<file path="src/rtl/freelist_pkg.sv">
// Shared types, sizes and the modular pointer helper for the physical-register free list.
package freelist_pkg;

    localparam int PHY_REG_NUM    = 128;
    localparam int SIZE_RMT       = 32;
    localparam int DEPTH          = PHY_REG_NUM - SIZE_RMT;
    localparam int INDEX          = $clog2(DEPTH);
    localparam int WIDTH          = $clog2(PHY_REG_NUM);
    localparam int DISPATCH_WIDTH = 4;
    localparam int COMMIT_WIDTH   = 4;

    typedef logic [WIDTH-1:0] tag_t;
    typedef logic [INDEX-1:0] ptr_t;
    typedef logic [INDEX:0]   cnt_t;

    localparam cnt_t DEPTH_CNT = cnt_t'(DEPTH);

    // DEPTH is not a power of two, so wrap with a single compare-and-subtract (inc < DEPTH).
    function automatic ptr_t ptr_add(input ptr_t ptr, input ptr_t inc);
        cnt_t sum_s;
        sum_s = {1'b0, ptr} + {1'b0, inc};
        if (sum_s >= DEPTH_CNT) begin
            sum_s = sum_s - DEPTH_CNT;
        end else begin
            sum_s = sum_s;
        end
        return sum_s[INDEX-1:0];
    endfunction

endpackage

</file>
<file path="src/rtl/lane_compact.sv">
// Exclusive prefix popcount over a lane mask, plus compaction of valid lanes' data toward slot 0.
module lane_compact #(
    parameter  int LANES = 4,
    parameter  int DW    = 7,
    localparam int CW    = $clog2(LANES + 1)
) (
    input  logic [LANES-1:0]    valid,
    input  logic [LANES*DW-1:0] data,
    output logic [LANES*CW-1:0] prefix,
    output logic [CW-1:0]       total,
    output logic [LANES-1:0]    comp_valid,
    output logic [LANES*DW-1:0] comp_data
);

    logic [CW-1:0] run_s;

    // Number of valid lanes strictly below each lane, and the overall count.
    always_comb begin
        run_s  = {CW{1'b0}};
        prefix = {(LANES*CW){1'b0}};
        for (int i = 0; i < LANES; i++) begin
            prefix[i*CW +: CW] = run_s;
            run_s              = run_s + CW'(valid[i]);
        end
        total = run_s;
    end

    // Lane i lands in slot prefix[i] when valid; slots are filled contiguously from 0.
    always_comb begin
        comp_valid = {LANES{1'b0}};
        comp_data  = {(LANES*DW){1'b0}};
        for (int k = 0; k < LANES; k++) begin
            for (int i = 0; i < LANES; i++) begin
                comp_valid[k]         = comp_valid[k] |
                                        (valid[i] & (prefix[i*CW +: CW] == CW'(k)));
                comp_data[k*DW +: DW] = comp_data[k*DW +: DW] |
                                        (data[i*DW +: DW] &
                                         {DW{valid[i] & (prefix[i*CW +: CW] == CW'(k))}});
            end
        end
    end

endmodule

</file>
<file path="src/rtl/freelist_ctrl.sv">
// Free-list pointer/handshake controller: all-or-nothing dispatch allocation, compacted commit
// release, occupancy tracking, sticky overflow and single-cycle restore on recovery.
module freelist_ctrl
    import freelist_pkg::*;
(
    input  logic                            clk,
    input  logic                            reset,
    input  logic                            allocValid_i,
    input  logic [DISPATCH_WIDTH-1:0]       allocMask_i,
    output logic                            allocGrant_o,
    output logic [DISPATCH_WIDTH*WIDTH-1:0] freeTag_o,
    output logic [DISPATCH_WIDTH*INDEX-1:0] ramRdAddr_o,
    input  logic [DISPATCH_WIDTH*WIDTH-1:0] ramRdData_i,
    input  logic [COMMIT_WIDTH-1:0]         relValid_i,
    input  logic [COMMIT_WIDTH*WIDTH-1:0]   relTag_i,
    output logic [COMMIT_WIDTH-1:0]         ramWe_o,
    output logic [COMMIT_WIDTH*INDEX-1:0]   ramWrAddr_o,
    output logic [COMMIT_WIDTH*WIDTH-1:0]   ramWrData_o,
    input  logic                            recover_i,
    output logic [INDEX:0]                  freeCount_o,
    output logic                            overflow_o
);

    localparam int ACW = $clog2(DISPATCH_WIDTH + 1);
    localparam int RCW = $clog2(COMMIT_WIDTH + 1);

    typedef logic [INDEX+1:0] sum_t;

    ptr_t  head_r, tail_r, head_n_s, tail_n_s;
    cnt_t  count_r, count_n_s;
    logic  overflow_r;
    sum_t  sum_s;
    logic  ovf_s;

    logic [DISPATCH_WIDTH*ACW-1:0] alloc_off_s;
    logic [ACW-1:0]                n_alloc_s, n_grant_s;
    logic [DISPATCH_WIDTH-1:0]     unused_alloc_valid_s, unused_alloc_data_s;
    logic [COMMIT_WIDTH*RCW-1:0]   unused_rel_off_s;
    logic [RCW-1:0]                n_rel_s;

    lane_compact #(.LANES(DISPATCH_WIDTH), .DW(1)) u_alloc_offs (
        .valid      (allocMask_i),
        .data       ({DISPATCH_WIDTH{1'b0}}),
        .prefix     (alloc_off_s),
        .total      (n_alloc_s),
        .comp_valid (unused_alloc_valid_s),
        .comp_data  (unused_alloc_data_s)
    );

    lane_compact #(.LANES(COMMIT_WIDTH), .DW(WIDTH)) u_rel_compact (
        .valid      (relValid_i),
        .data       (relTag_i),
        .prefix     (unused_rel_off_s),
        .total      (n_rel_s),
        .comp_valid (ramWe_o),
        .comp_data  (ramWrData_o)
    );

    // Grant sees only the registered count; same-cycle releases cannot rescue a short list.
    assign allocGrant_o = allocValid_i & ~recover_i & (cnt_t'(n_alloc_s) <= count_r);
    assign n_grant_s    = allocGrant_o ? n_alloc_s : {ACW{1'b0}};
    assign freeTag_o    = ramRdData_i;
    assign freeCount_o  = count_r;
    assign overflow_o   = overflow_r;

    // Per-lane RAM read and write addresses relative to head and tail.
    always_comb begin
        ramRdAddr_o = {(DISPATCH_WIDTH*INDEX){1'b0}};
        ramWrAddr_o = {(COMMIT_WIDTH*INDEX){1'b0}};
        for (int i = 0; i < DISPATCH_WIDTH; i++) begin
            ramRdAddr_o[i*INDEX +: INDEX] = ptr_add(head_r, ptr_t'(alloc_off_s[i*ACW +: ACW]));
        end
        for (int k = 0; k < COMMIT_WIDTH; k++) begin
            ramWrAddr_o[k*INDEX +: INDEX] = ptr_add(tail_r, ptr_t'(k));
        end
    end

    assign sum_s = sum_t'(count_r) + sum_t'(n_rel_s) - sum_t'(n_grant_s);
    assign ovf_s = sum_s > sum_t'(DEPTH);

    // Next pointers/occupancy; recovery reclaims every in-flight tag by snapping head to tail.
    always_comb begin
        tail_n_s  = ptr_add(tail_r, ptr_t'(n_rel_s));
        head_n_s  = head_r;
        count_n_s = count_r;
        if (recover_i) begin
            head_n_s  = tail_n_s;
            count_n_s = DEPTH_CNT;
        end else if (ovf_s) begin
            head_n_s  = ptr_add(head_r, ptr_t'(n_grant_s));
            count_n_s = DEPTH_CNT;
        end else begin
            head_n_s  = ptr_add(head_r, ptr_t'(n_grant_s));
            count_n_s = sum_s[INDEX:0];
        end
    end

    // State registers.
    always_ff @(posedge clk or posedge reset) begin
        if (reset) begin
            head_r     <= {INDEX{1'b0}};
            tail_r     <= {INDEX{1'b0}};
            count_r    <= DEPTH_CNT;
            overflow_r <= 1'b0;
        end else begin
            head_r     <= head_n_s;
            tail_r     <= tail_n_s;
            count_r    <= count_n_s;
            overflow_r <= overflow_r | ovf_s;
        end
    end

endmodule

</file>
<file path="config.mk">
export PLATFORM = sky130hd
export DESIGN_NAME = freelist_ctrl
export DESIGN_NICKNAME = d
export VERILOG_FILES = /design/src/rtl/freelist_pkg.sv /design/src/rtl/lane_compact.sv /design/src/rtl/freelist_ctrl.sv
export SDC_FILE = /design/constraint.sdc
export NUM_CORES = 1
export LEC_CHECK = 0
export ABC_AREA = 1
export CORE_MARGIN = 2
export CORE_UTILIZATION = 41
export CTS_CLUSTER_SIZE = 24
export DETAILED_ROUTE_END_ITERATION = 8
export DONT_BUFFER_PORTS = 1
export PLACE_DENSITY = 0.53
export SLEW_MARGIN = 0
export SYNTH_ARGS = -nofsm -noshare
export SYNTH_HDL_FRONTEND = slang
export SYNTH_SLANG_ARGS = --single-unit
export TNS_END_PERCENT = 20
</file>
<file path="constraint.sdc">
create_clock -name clk -period 4.9 [get_ports clk]
set_clock_uncertainty 0.05 [all_clocks]
set_input_delay 0.245 -clock clk [delete_from_list [all_inputs] [get_ports clk]]
set_output_delay 0.245 -clock clk [all_outputs]
set_load 0.01 [all_outputs]
</file>
==> flow_summary.yaml <==
outcome:
  status: "finished, violations left"
  violations: "negative hold slack"
pwr:
  power.leakage_nw: 1.88
  peakVddDrop_uv: 314
  p_per_area_nw_per_um2: 586
sta:
  hold_viol: 1
  rsz0062_at_grt: "no"
  max-slew-margin-rel: 0.397
  tightest_slew_ns: 0.904
  max_freq_ghz: 0.235
  finalMaxSlewViolations: 0
  finalSetupViolations: 0
  hold_ws_ns: -0.000349
  min_period_ns: 4.25
  fin_crit_sh: 0.867
  totalNegativeSetupSlack_ns: 0
logic_synthesis:
  ys_types: 42
  synth_seq_area_share: 0.156
  synth-seq-cells: 23
  postSynthCellCount: 527
  synth_top_area_share: 0.148
  netlist_top_cells_count: "nand2_1, inv_1, ha_1, buf_4, nand3_1"
  ys_dominant_reg_cell: "dfrtp_1"
  synth.largest_area_cell: "ha_1"
  synth_nets: 650
  synthMostInstantiatedCell: "nand2_1"
  yosysWarnings: 0
  async_flop_share: 1.00
  yosys-top-cells-area: "ha_1, dfrtp_1, nand2_1"
  netlist_area_um2: 3720
  avgSynthCellArea_um2: 7.05
  synth_edf_count: 0
setup_path:
  critPathLaunchType: "input port"
  reg2reg_from: "freeCount_o[1]"
  cp_slowest_cell: "fa_1"
  r2r_cells: 16
  path_buf_inv: 3
  crit_path_max_incr_delay_ns: 0.55
  critPathKind: "in -> reg"
  reg2reg_slack_ns: 1.36
  cpLargestDelayFamily: "adder cells"
  path_cells: "fa_1 > ha_1 > inv_1 > fa_1 > inv_1 > ha_1 > a21oi_1 > nor2_1 > o21ai_0 > nand3_1 > nor2_1 > inv_1 > fa_1 > fa_1 > or2_2 > nor2_1 > nand3_1 > nand3_2 > nand2_4 > nor2_2"
  worstPathArrival_ns: 4.40
  cp_data_required_time_ns: 5.05
  critPathMostFrequentCell: "fa_1"
  end_kind: "register"
  crit_fanout: 5
  r2r_end: "freeCount_o[3]"
clocking:
  clock-sinks: 23
  cts_inserted_buffers: 3
  h-tree-depth: 1
  cts_setup_buffers: 0
  tritoncts: "yes"
  cts_buffer_depth: 2
  path_clk_slew_ns: 0.08
  cts-root-buf: "clkbuf_8"
  ctsHoldBuffers: 0
  insertion_delay_ns: 0.27
  cts_resized: 0
finish:
  antenna_cells: 0
  nNetsFinal: 608
  area_delta_synth_final_pct: -4.11
  instances_no_fill: 592
  design_area_um2: 3560
  drive_gt1_frac: 0.0785
placement:
  place_area_um2: 3510
  dp_cells: 587
  hpwl_um: 7360
  io_buffers: 0
  gp_congestion: 0.840
grt:
  grt_use_total: 0.168
  use_met1: 0.224
  grt_max_degree: 24
  grt_pass1_vias: 2847
  gr-total-overflow: 0
  use_met2: 0.288
  grt_pass1_wl_um: 14000
  grt.busiest_layer: "met2"
  grt_antenna_before_repair: 0
  met3_usage: 0.0387
floorplanning:
  die_area_um2: 9840
  die_w_um: 99.2
  coreArea_um2: 8760
  io_pins: 194
  fp.dieH_um: 99.2
  rows: 34
  initial_core_util: 0.424
route:
  drcViolationCount: 0
  wire_per_inst_um: 14.7
  vias_per_cell: 5.22
  num_vias: 3088
  final_antenna_net_count: 0
  drt_iter0_drc: 96
  first_pass_iters: 4
  totalWireLength_um: 8720
job:
  cap_viol_max_count: 0
min_path:
  hold_path_class: "in -> async"
-- cell families after synthesis --
kind of cell | share of synthesized area
flops | 0.156
xor+xnor | 0.0774
fa+ha+maj | 0.207
buf+inv | 0.178
compound gates | 0.102
other cells | 0.00101
mux | 0.00269
simple gates | 0.276
-- metrics by stage --
stage / hold WS (ns) / power [mW] / setup slack [ns] / utilization
after floorplan: 0.195 / 1.81 / 0.661 / -
after detailed placement: 0.303 / 1.99 / 0.397 / 0.400
after CTS: 0.0143 / 2.12 / 0.631 / 0.406
after global placement: 0.300 / 1.98 / 0.437 / 0.400
final: -0.000349 / 2.09 / 0.652 / 0.407
after global routing: 0.0188 / 2.34 / 0.334 / 0.407
-- final cells by class --
class,instances,area (um2)
timing repair buffer,1,10.0
tap,108,135
clock buffer,3,41.3
clock inverter,1,5.00
sequential,23,578
fill,928,5200
inverter,85,319
multi-input combinational,371,2480
-- sequential cells by signal (all words and copies together), names as in the netlist --
register and count:
overflow_o 1, tail_r 7, freeCount_o 8, head_r 7
-- layer usage --
layer | part of all wire | vias to the layer above
met1 | 0.43 | 1426
met4 | 0.0067 | 0
li1 | - | 1564
met5 | 0 | -
met3 | 0.062 | 14
met2 | 0.50 | 84
-- cell usage in the layout, fill, tap and decap left out, types with 7 or more instances in the layout --
cell      instances
o21ai_0          14
nor2_2            7
xor2_1           29
ha_1             44
nand2_2           7
dfrtp_1          21
nand3_1          37
inv_1            80
o22ai_1          15
fa_1             11
nor2_1           31
nand2_1         121
o221ai_1          7
-- worst max-delay path by stage --
stage / startpoint / endpoint / slack, ns / depth (start not counted)
final: allocMask_i[0] / freeCount_o[3] / 0.65 / 20
after floorplan: allocMask_i[0] / freeCount_o[3] / 0.66 / 20
after detailed placement: allocMask_i[0] / freeCount_o[1] / 0.40 / 20
after CTS: allocMask_i[0] / freeCount_o[3] / 0.63 / 20
after global routing: allocMask_i[0] / freeCount_o[3] / 0.33 / 20
after global placement: allocMask_i[0] / freeCount_o[2] / 0.44 / 20
-- power by group --
part | total [mW] | switching, mW | internal (mW)
Combinational | 1.50 | 0.982 | 0.513
Sequential | 0.473 | 0.206 | 0.268
Clock | 0.120 | 0.0635 | 0.0568
No activity file was read; power rests on OpenSTA's default activity.
